## config.mk

```make
export PLATFORM = sky130hd
export DESIGN_NAME = seq_mult_param
export DESIGN_NICKNAME = d
export VERILOG_FILES = /design/src/rtl/seq_mult_pkg.sv /design/src/rtl/seq_mult_param_mult_digit.sv /design/src/rtl/seq_mult_param.sv
export SDC_FILE = /design/constraint.sdc
export NUM_CORES = 1
export LEC_CHECK = 0
export CAP_MARGIN = 0
export CORE_UTILIZATION = 30
export CTS_BUF_LIST = sky130_fd_sc_hd__clkbuf_4
export DETAILED_ROUTE_END_ITERATION = 7
export GPL_ROUTABILITY_DRIVEN = 0
export GPL_TIMING_DRIVEN = 0
export HOLD_SLACK_MARGIN = 0.06
export PLACE_DENSITY = 0.56
export SLEW_MARGIN = 15
export SYNTH_ARGS = -nofsm -noshare
export SYNTH_HDL_FRONTEND = slang
export SYNTH_SLANG_ARGS = --single-unit
```

## constraint.sdc

```tcl
create_clock -name clk -period 9.1 [get_ports clk]
set_input_delay 0.91 -clock clk [delete_from_list [all_inputs] [get_ports clk]]
set_output_delay 0.91 -clock clk [all_outputs]
set_load 0.03 [all_outputs]
```

## src/rtl/seq_mult_pkg.sv

```systemverilog
// Shared definitions for the digit-serial multiplier: FSM encoding, sizing
// helpers and parameter legality.
package seq_mult_pkg;

    typedef enum logic [1:0] {
        IDLE = 2'd0,
        BUSY = 2'd1,
        DONE = 2'd2
    } state_t;

    function automatic int clog2(input int value);
        int r;
        int v;
        r = 0;
        v = value - 1;
        while (v > 0) begin
            r = r + 1;
            v = v >> 1;
        end
        return r;
    endfunction

    // The digit counter is never narrower than one bit, even when N == 1.
    function automatic int cnt_width(input int n);
        return (clog2(n) < 1) ? 1 : clog2(n);
    endfunction

    function automatic bit params_legal(input int width, input int digit);
        return (digit >= 1) && (digit <= width) && ((width % digit) == 0);
    endfunction

endpackage

```

## src/rtl/seq_mult_param_mult_digit.sv

```systemverilog
// Combinational WIDTH x DIGIT unsigned partial-product generator; one
// shifted copy of the multiplicand per set bit of the digit, summed.
module mult_digit
    import seq_mult_pkg::*;
#(
    parameter int WIDTH = 32,
    parameter int DIGIT = 8
) (
    input  logic [WIDTH-1:0]       a,
    input  logic [DIGIT-1:0]       d,
    output logic [WIDTH+DIGIT-1:0] p
);

    localparam int PW = WIDTH + DIGIT;

    logic [PW-1:0] row [DIGIT];

    generate
        for (genvar gi = 0; gi < DIGIT; gi++) begin : g_row
            assign row[gi] = d[gi] ? (PW'(a) << gi) : '0;
        end
    endgenerate

    // a * d < 2^(WIDTH+DIGIT), so the row sum cannot overflow PW bits.
    always_comb begin
        p = '0;
        for (int i = 0; i < DIGIT; i++) begin
            p = p + row[i];
        end
    end

endmodule

```

## src/rtl/seq_mult_param.sv

```systemverilog
// Digit-serial WIDTH x WIDTH multiplier with valid/ready handshakes on both
// sides; retires DIGIT multiplier bits per BUSY cycle, signed or unsigned.
module seq_mult_param
    import seq_mult_pkg::*;
#(
    parameter int WIDTH = 32,
    parameter int DIGIT = 8
) (
    input  logic                 clk,
    input  logic                 rst,
    input  logic                 in_valid,
    output logic                 in_ready,
    input  logic [WIDTH-1:0]     a,
    input  logic [WIDTH-1:0]     b,
    input  logic                 is_signed,
    output logic                 out_valid,
    input  logic                 out_ready,
    output logic [2*WIDTH-1:0]   out,
    output logic                 busy
);

    localparam int N  = WIDTH / DIGIT;
    localparam int CW = cnt_width(N);
    localparam int PW = WIDTH + DIGIT;
    localparam int OW = 2 * WIDTH;

    generate
        if (!params_legal(WIDTH, DIGIT)) begin : g_param_err
            $error("seq_mult_param: WIDTH must be a multiple of DIGIT and 1 <= DIGIT <= WIDTH");
        end
    endgenerate

    state_t          state_q, state_d;
    logic [CW-1:0]   cnt_q, cnt_d;
    logic [OW-1:0]   acc_q, acc_d;
    logic [WIDTH-1:0] ma_q, ma_d;
    logic [WIDTH-1:0] mb_q, mb_d;
    logic            neg_q, neg_d;
    logic [OW-1:0]   out_q, out_d;
    logic            out_valid_q, out_valid_d;

    logic [PW-1:0]   pp;
    logic [OW-1:0]   pp_ext;
    logic [31:0]     shamt;
    logic [OW-1:0]   sum;

    // The multiplier register shifts right each BUSY cycle, so the digit
    // being retired always sits in its low DIGIT bits.
    mult_digit #(
        .WIDTH(WIDTH),
        .DIGIT(DIGIT)
    ) u_digit (
        .a(ma_q),
        .d(mb_q[DIGIT-1:0]),
        .p(pp)
    );

    always_comb begin
        pp_ext = OW'(pp);
        shamt  = 32'(cnt_q) * 32'(DIGIT);
        sum    = acc_q + (pp_ext << shamt);
    end

    always_comb begin
        state_d     = state_q;
        cnt_d       = cnt_q;
        acc_d       = acc_q;
        ma_d        = ma_q;
        mb_d        = mb_q;
        neg_d       = neg_q;
        out_d       = out_q;
        out_valid_d = out_valid_q;

        case (state_q)
            IDLE: begin
                if (in_valid) begin
                    // |0x80..0| stays 0x80..0, which is correct as an unsigned magnitude.
                    ma_d    = (is_signed && a[WIDTH-1]) ? (~a + WIDTH'(1)) : a;
                    mb_d    = (is_signed && b[WIDTH-1]) ? (~b + WIDTH'(1)) : b;
                    neg_d   = is_signed & (a[WIDTH-1] ^ b[WIDTH-1]);
                    acc_d   = '0;
                    cnt_d   = '0;
                    state_d = BUSY;
                end
            end
            BUSY: begin
                acc_d = sum;
                mb_d  = mb_q >> DIGIT;
                if (cnt_q == CW'(N - 1)) begin
                    out_d       = neg_q ? (OW'(0) - sum) : sum;
                    out_valid_d = 1'b1;
                    state_d     = DONE;
                end else begin
                    cnt_d = cnt_q + CW'(1);
                end
            end
            DONE: begin
                if (out_ready) begin
                    out_valid_d = 1'b0;
                    state_d     = IDLE;
                end
            end
            default: begin
                state_d = IDLE;
            end
        endcase
    end

    always_ff @(posedge clk) begin
        if (rst) begin
            state_q     <= IDLE;
            cnt_q       <= '0;
            acc_q       <= '0;
            ma_q        <= '0;
            mb_q        <= '0;
            neg_q       <= 1'b0;
            out_q       <= '0;
            out_valid_q <= 1'b0;
        end else begin
            state_q     <= state_d;
            cnt_q       <= cnt_d;
            acc_q       <= acc_d;
            ma_q        <= ma_d;
            mb_q        <= mb_d;
            neg_q       <= neg_d;
            out_q       <= out_d;
            out_valid_q <= out_valid_d;
        end
    end

    assign in_ready  = (state_q == IDLE);
    assign busy      = (state_q != IDLE);
    assign out_valid = out_valid_q;
    assign out       = out_q;

endmodule

```

# Word-level counts from Yosys, hierarchy flattened
# Cells that the tools add are included.
# Widths: inputs -> output; s select.
[classes] n_addsub=12 eq_ne=7 shift=1 n_mux=25 n_bitwise=4 reduce_logical=12
[op_table] cell="$mux 32" n=4
[op_table] cell="$mux 64" n=2
[op_table] cell="$pmux 64 s2" n=1
[op_table] cell="$add 40x40->40" n=3
[op_table] cell="$add 32x1->32 const B" n=2
[op_table] cell="$add 64x64->64" n=1
[op_table] cell="$not 32->32" n=2
[op_table] cell="$pmux 32 s2" n=1
[op_table] cell="$shl 40x5->64" n=1
[op_table] cell="$sub 1x64->64 const A" n=1
[op_table] cell="$add 40x36->40" n=1
[op_table] cell="$add 40x37->40" n=1
[op_table] cell="$add 40x38->40" n=1
[op_table] cell="$add 40x39->40" n=1
[op_table] cell="$mux 39" n=1
[op_table] cell="$mux 38" n=1
[op_table] cell="$mux 37" n=1
[op_table] cell="$mux 36" n=1
[op_table] cell="$mux 35" n=1
[op_table] cell="$mux 34" n=1
[op_table] cell="$mux 33" n=1
[op_table] cell="$mux 2" n=5
[op_table] cell="$reduce_and 3->1" n=3
[op_table] cell="$ne 2x2->1 const B" n=4
[op_table] cell="13 further kinds" n=20
[totals] regBits=198 input_bits=69 out_inout_bits=67 word_cells=69

# Longest topological paths before layout
[logic_depth] ltp_word=12 mapped_depth=41 depth_no_buf=35

# By module
# Synthesis repeated with hierarchy kept, for this count alone.
[unflattened] hier_cells=3201 area_unflattened_um2=23935.5
[by_module_without_submodules] module="seq_mult_param" instances=1 cells_per_inst=2106 area_per_inst_um2=15402.3 seq_area_each_um2=3963.8
[by_module_without_submodules] module="mult_digit" instances=1 cells_per_inst=1095 area_per_inst_um2=8533.2 seq_area_each_um2=0.0

# Worst setup path before layout
# OpenSTA, ideal clock, no wires.
[synth_timing] path_type="register to register" startpoint="reg mb_q[6]" endpoint="reg out_q[62] (netlist: out[62])" setup_ns=0.086 t_arrival_ns=9.136 path_slack_ns=-0.122 path_stages_with_launch=36 period_less_slack_ns=9.222 cell_sequence="dfxtp_1 clkbuf_1 and2_1 fa_1 fa_1 fa_1 inv_1 fa_1 inv_1 ha_1 a211o_1 o211a_1 a311oi_1 o21ai_0 a311oi_1 nor3_1 a211oi_1 o21ai_0 a21oi_1 xor2_1 o31ai_1 ha_1 clkbuf_1 nand4_1 nor2_1 nand4_1 o21bai_1 and3_1 a211oi_1 a211oi_1 or4_1 or4_1 clkbuf_1 o41ai_1 xor2_1 a211oi_1"
[synth_between] elab_chain_len=7
[synth_lines] element="start: declaration" line="seq_mult_param.sv:37" rtl="logic [WIDTH-1:0] mb_q, mb_d;"
[synth_lines] element="start signal: assignment" line="seq_mult_param.sv:124" rtl="mb_q <= mb_d;"
[synth_lines] element="$mux 38 *" line="seq_mult_param_mult_digit.sv:20" rtl="assign row[gi] = d[gi] ? (PW'(a) << gi) : '0;"
[synth_lines] element="$add 40x38->40 *" line="seq_mult_param_mult_digit.sv:28" rtl="p = p + row[i];"
[synth_lines] element="$add 40x39->40 *" line="seq_mult_param_mult_digit.sv:28"
[synth_lines] element="$shl 40x5->64 *" line="seq_mult_param.sv:61" rtl="sum = acc_q + (pp_ext << shamt);"
[synth_lines] element="$add 64x64->64 *" line="seq_mult_param.sv:61"
[synth_lines] element="$sub 1x64->64" line="seq_mult_param.sv:90" rtl="out_d = neg_q ? (OW'(0) - sum) : sum;"
[synth_lines] element="$mux 64 *" line="seq_mult_param.sv:90"
[synth_lines] element="end signal: assignment" line="seq_mult_param.sv:126" rtl="out_q <= out_d;"
[synth_lines] element="end: declaration" line="seq_mult_param.sv:39" rtl="logic [OW-1:0] out_q, out_d;"
# Mark *: on every way between the ends. The rest lies on a longest branch, timed or not.
# A chain may end at the register's enable or synchronous reset.

# Worst setup path in the final report
[layout_timing] startpoint="reg mb_q[5]" endpoint="reg out_q[61] (netlist: out[61])"
[layout_between] elab_chain_len=8
[layout_lines] element="$mux 37 *" line="seq_mult_param_mult_digit.sv:20"
[layout_lines] element="$add 40x37->40 *" line="seq_mult_param_mult_digit.sv:28"
[layout_lines] element="$add 40x38->40 *" line="seq_mult_param_mult_digit.sv:28"
[layout_lines] element="$add 40x39->40 *" line="seq_mult_param_mult_digit.sv:28"
[layout_lines] element="$shl 40x5->64 *" line="seq_mult_param.sv:61"
[layout_lines] element="$add 64x64->64 *" line="seq_mult_param.sv:61"
[layout_lines] element="$sub 1x64->64" line="seq_mult_param.sv:90"
[layout_lines] element="$mux 64 *" line="seq_mult_param.sv:90"
# Marks and branches as above.

==> impl_metrics.prom <==
# TYPE chip_impl_metric gauge
chip_impl_metric{name="drc",unit=""} 0
chip_impl_info{name="timing.hold.worst.class",value="reg -> reg"} 1
chip_impl_metric{name="dieHeight",unit="µm"} 280
chip_impl_info{name="timing.hold.worst.start",value="mb_q[10]"} 1
chip_impl_metric{name="layout-drive-gt1-share",unit="%"} 15.7
chip_impl_info{name="run_status",value="finished with violations"} 1
chip_impl_metric{name="timing.final.crit_period",unit="ns"} 9.30
chip_impl_metric{name="clock_latency",unit="ns"} 0.86
chip_impl_metric{name="drt_pass1_iterations",unit=""} 6
chip_impl_metric{name="via_count",unit=""} 23600
chip_impl_metric{name="min_period_over_period",unit="%"} 102
chip_impl_metric{name="cap_viol_max_count",unit=""} 0
chip_impl_metric{name="synth_fp_nets",unit=""} 3397
chip_impl_info{name="critical_path_class",value="reg -> reg"} 1
chip_impl_metric{name="area.growth.synth_to_final",unit="%"} 26.0
chip_impl_metric{name="routed_antenna_nets",unit=""} 0
chip_impl_metric{name="worst_hold_slack_after_final_layout",unit="ns"} 0.458
chip_impl_metric{name="port_buffers",unit=""} 133
chip_impl_metric{name="clock_buffers_created_by_tritoncts",unit=""} 17
chip_impl_metric{name="io-pin-count",unit=""} 136
chip_impl_metric{name="globalRoute.totalOverflow",unit=""} 0
chip_impl_metric{name="fp.dieW",unit="µm"} 280
chip_impl_metric{name="first_global_vias",unit=""} 22800
chip_impl_info{name="violations",value="setup timing"} 1
chip_impl_metric{name="slew_viol_final",unit=""} 0
chip_impl_metric{name="syn_area_per_cell",unit="µm²"} 7.67
chip_impl_metric{name="critical_path_arrival",unit="ns"} 10.03
chip_impl_metric{name="fin_tns_setup",unit="ns"} -1.68
chip_impl_info{name="timing.critical_path.slowest_stage_cell",value="sky130_fd_sc_hd__or4_4"} 1
chip_impl_metric{name="crit_path_max_fanout",unit=""} 8
chip_impl_info{name="terminating_pin_of_the_worst_hold_path",value="mb_q[2]"} 1
chip_impl_metric{name="clkTransAtPathRegs",unit="ns"} 0.21
chip_impl_metric{name="worst-path-stages",unit=""} 34
chip_impl_metric{name="min_delay_path_depth",unit=""} 2
chip_impl_metric{name="dr_wl_cell",unit="µm"} 20.7
chip_impl_metric{name="via_count_normalized_by_instance_count",unit=""} 5.43
chip_impl_metric{name="setup_viol",unit=""} 12
chip_impl_info{name="ctsRootBufferMaster",value="sky130_fd_sc_hd__clkbuf_4"} 1
chip_impl_info{name="critPathTopFamily",value="simple AND/OR/NAND/NOR gates"} 1
chip_impl_metric{name="tightest_slew",unit="ns"} 1.26
chip_impl_metric{name="h_tree_depth",unit=""} 4
chip_impl_info{name="rsz0062_at_grt",value="yes"} 1
chip_impl_info{name="crit_top_cell",value="sky130_fd_sc_hd__fa_1"} 1
chip_impl_info{name="tritoncts_clock_tree",value="built"} 1
chip_impl_metric{name="cts.sink_count",unit=""} 198
chip_impl_metric{name="worst-path-buf-inv",unit=""} 4
chip_impl_metric{name="power.static_leakage",unit="nW"} 11.8
chip_impl_info{name="critPathLaunchType",value="flop"} 1
chip_impl_metric{name="hold_viol",unit=""} 0
chip_impl_metric{name="grt_antenna_before_repair",unit=""} 5
chip_impl_metric{name="dp_hpwl",unit="µm"} 69100
chip_impl_info{name="crit-reg2reg-launch",value="mb_q[5]"} 1
chip_impl_metric{name="synth_cells",unit=""} 3023
chip_impl_metric{name="vdd.ir_drop.worst",unit="µV"} 118
chip_impl_metric{name="critPathRequiredTime",unit="ns"} 9.83
chip_impl_metric{name="postSynthRegisterBits",unit=""} 198
chip_impl_metric{name="setup_slack",unit="ns"} -0.199
chip_impl_info{name="worstSetupEndpointType",value="flop"} 1
chip_impl_metric{name="global_route_wire_length_before_repair",unit="µm"} 138000
chip_impl_metric{name="slew_headroom",unit="%"} 16.1
chip_impl_metric{name="final_util",unit="%"} 38.3
chip_impl_metric{name="synth-edff-count",unit=""} 0
chip_impl_info{name="ys.flop_type",value="sky130_fd_sc_hd__dfxtp_1"} 1
chip_impl_metric{name="synth-async-reset-ratio",unit="%"} 0
chip_impl_metric{name="rrSetupSlack",unit="ns"} -0.20
chip_impl_metric{name="worst_path_largest_cell_delay",unit="ns"} 0.61
chip_impl_metric{name="synth_warn",unit=""} 0
chip_impl_metric{name="drtIter0Drc",unit=""} 1752
chip_impl_metric{name="globalRouteTotalUtil",unit="%"} 22.9
chip_impl_metric{name="fill_cells",unit=""} 7935
chip_impl_metric{name="floorplan.rows",unit=""} 101
chip_impl_metric{name="postRouteWirelength",unit="µm"} 90000
chip_impl_metric{name="die_area",unit="µm²"} 78400
chip_impl_info{name="crit-reg2reg-capture",value="out[61]"} 1
chip_impl_metric{name="synth-seq-area-share",unit="%"} 17.1
chip_impl_metric{name="power-per-cell-area",unit="nW/µm²"} 108
chip_impl_metric{name="worstRegToRegCells",unit=""} 34
chip_impl_metric{name="core_area",unit="µm²"} 76200
chip_impl_metric{name="yosys.cell_types.count",unit=""} 83
chip_impl_metric{name="finish.net_count",unit=""} 3663
chip_impl_metric{name="initial_core_util",unit="%"} 30.4
chip_impl_metric{name="skew",unit="ns"} 0.0423
chip_impl_metric{name="clock.fmax",unit="MHz"} 108
chip_impl_metric{name="mappedNetlistArea",unit="µm²"} 23200
chip_impl_metric{name="maximum_number_of_pins_on_one_net_before_global_route_repair",unit=""} 20
chip_impl_metric{name="longest_clk_path_bufs",unit=""} 2
-- flip-flops by register name, indices dropped and copies added (netlist names) --
register,cells
out,64
state_q,2
out_valid,1
mb_q,32
ma_q,32
acc_q,64
cnt_q,2
neg_q,1
-- routing by layer --
metal | vias to the layer above | GRT usage, % | part of all wire, %
met4 | 6 | 9.53 | 4.2
met3 | 189 | 4.21 | 6.4
met1 | 11600 | 30.5 | 44
li1 | 11000 | - | -
met2 | 789 | 36.2 | 45
met5 | - | 0 | 0.042
-- cells in the final DEF, fill, tap and decap left out, drive strengths merged, types with 9 or more instances in the layout --
| cell type | instances |
|---|---|
| clkdlybuf4s50 | 133 |
| nor4 | 19 |
| o31ai | 30 |
| a22oi | 55 |
| a311oi | 14 |
| dfxtp | 198 |
| o21bai | 21 |
| nand2b | 16 |
| a211oi | 99 |
| ha | 122 |
| and4 | 9 |
| a21oi | 220 |
| nor3 | 52 |
| or3 | 24 |
| nand4 | 40 |
| o211ai | 20 |
| xor2 | 99 |
| fa | 183 |
| and3 | 17 |
| nand2 | 310 |
| buf | 158 |
| xnor2 | 74 |
| a21o | 71 |
| a221oi | 9 |
| or2 | 13 |
| mux2i | 24 |
| nor2 | 304 |
| clkbuf | 153 |
| inv | 235 |
| o21a | 17 |
| o21ai | 125 |
| or4 | 15 |
| a31oi | 22 |
| and2 | 203 |
| nand3 | 64 |
| o41ai | 11 |
-- metrics by stage --
stage	cell area [µm²]	power, W	cells	worst slack, ns
4_1_cts	28400	0.00307	4298	-0.158
2_1_floorplan	23200	0.00180	3023	0.00601
6_report	29200	0.00316	4340	-0.199
5_1_grt	29200	0.00332	4339	-0.442
3_5_place_dp	25800	0.00225	4187	-2.56
3_3_place_gp	25800	0.00225	4186	-2.63
-- cell families after synthesis --
group,after synthesis,synth area share [%]
XOR/XNOR,173,6.54
AO/OA/AOI/OAI,794,22.7
AND/OR/NAND/NOR,1113,23.2
multiplexers,30,1.33
adder cells (fa/ha/maj),305,22.4
flip-flops,198,17.1
buffers and inverters,410,6.69
-- cell usage after synthesis, types with 20 or more instances --
cell type,n,area share (%)
sky130_fd_sc_hd__fa_1,183,16
sky130_fd_sc_hd__o21ai_0,125,2.7
sky130_fd_sc_hd__nand2_1,310,5.0
sky130_fd_sc_hd__o211ai_1,20,0.65
sky130_fd_sc_hd__nor2_1,304,4.9
sky130_fd_sc_hd__o21bai_1,21,0.68
sky130_fd_sc_hd__a211oi_1,98,3.2
sky130_fd_sc_hd__and2_1,203,5.5
sky130_fd_sc_hd__ha_1,122,6.6
sky130_fd_sc_hd__a31oi_1,22,0.59
sky130_fd_sc_hd__or3_1,24,0.65
sky130_fd_sc_hd__o31ai_1,29,0.94
sky130_fd_sc_hd__xor2_1,99,3.7
sky130_fd_sc_hd__dfxtp_1,198,17
sky130_fd_sc_hd__nand3_1,64,1.4
sky130_fd_sc_hd__a21o_1,71,2.3
sky130_fd_sc_hd__nor3_1,52,1.1
sky130_fd_sc_hd__a21oi_1,220,4.8
sky130_fd_sc_hd__mux2i_1,24,1.0
sky130_fd_sc_hd__nand4_1,40,1.1
sky130_fd_sc_hd__inv_1,228,3.7
sky130_fd_sc_hd__xnor2_1,74,2.8
sky130_fd_sc_hd__a22oi_1,55,1.8
sky130_fd_sc_hd__clkbuf_1,164,2.7
-- final cells by class --
cell class | instances | area (µm²) | area share, %
multi-input combinational | 2416 | 19500 | 66.6
sequential | 198 | 4000 | 13.7
timing repair buffer | 272 | 2430 | 8.31
tap | 1030 | 1290 | 4.41
inverter | 230 | 863 | 2.96
buffer | 154 | 860 | 2.94
clock inverter | 14 | 163 | 0.557
clock buffer | 18 | 135 | 0.463
antenna | 8 | 20.0 | 0.0685
-- tightest hold or removal path: stages, from the launching register on --
cell and delay (ns):
sky130_fd_sc_hd__dfxtp_1 0.35, sky130_fd_sc_hd__nand2_1 0.05, sky130_fd_sc_hd__a21oi_1 0.05
-- power breakdown --
part	leakage [nW]	internal (W)	switching, W	total, W
sequential	1.62	0.000905	0.0000587	0.000964
combinational	9.99	0.000637	0.00100	0.00164
clock	0.160	0.000151	0.000401	0.000552
-- how the worst max path moves through the flow --
stage	from	end	slack (ns)
3_5_place_dp	mb_q[7]	out[63]	-2.56
3_3_place_gp	mb_q[6]	out[63]	-2.63
6_report	mb_q[5]	out[61]	-0.20
5_1_grt	mb_q[4]	out[62]	-0.44
4_1_cts	mb_q[7]	out[63]	-0.16
2_1_floorplan	mb_q[6]	out[62]	0.006
-- timing repair --
item,CTS,global route
pin swaps,176,74
gates resized for setup,370,124
hold buffers,0,0
buffers inserted,96,37
endpoints found under the setup margin,73,28
cloned,5,2
Power figures use the tool's default switching activity.
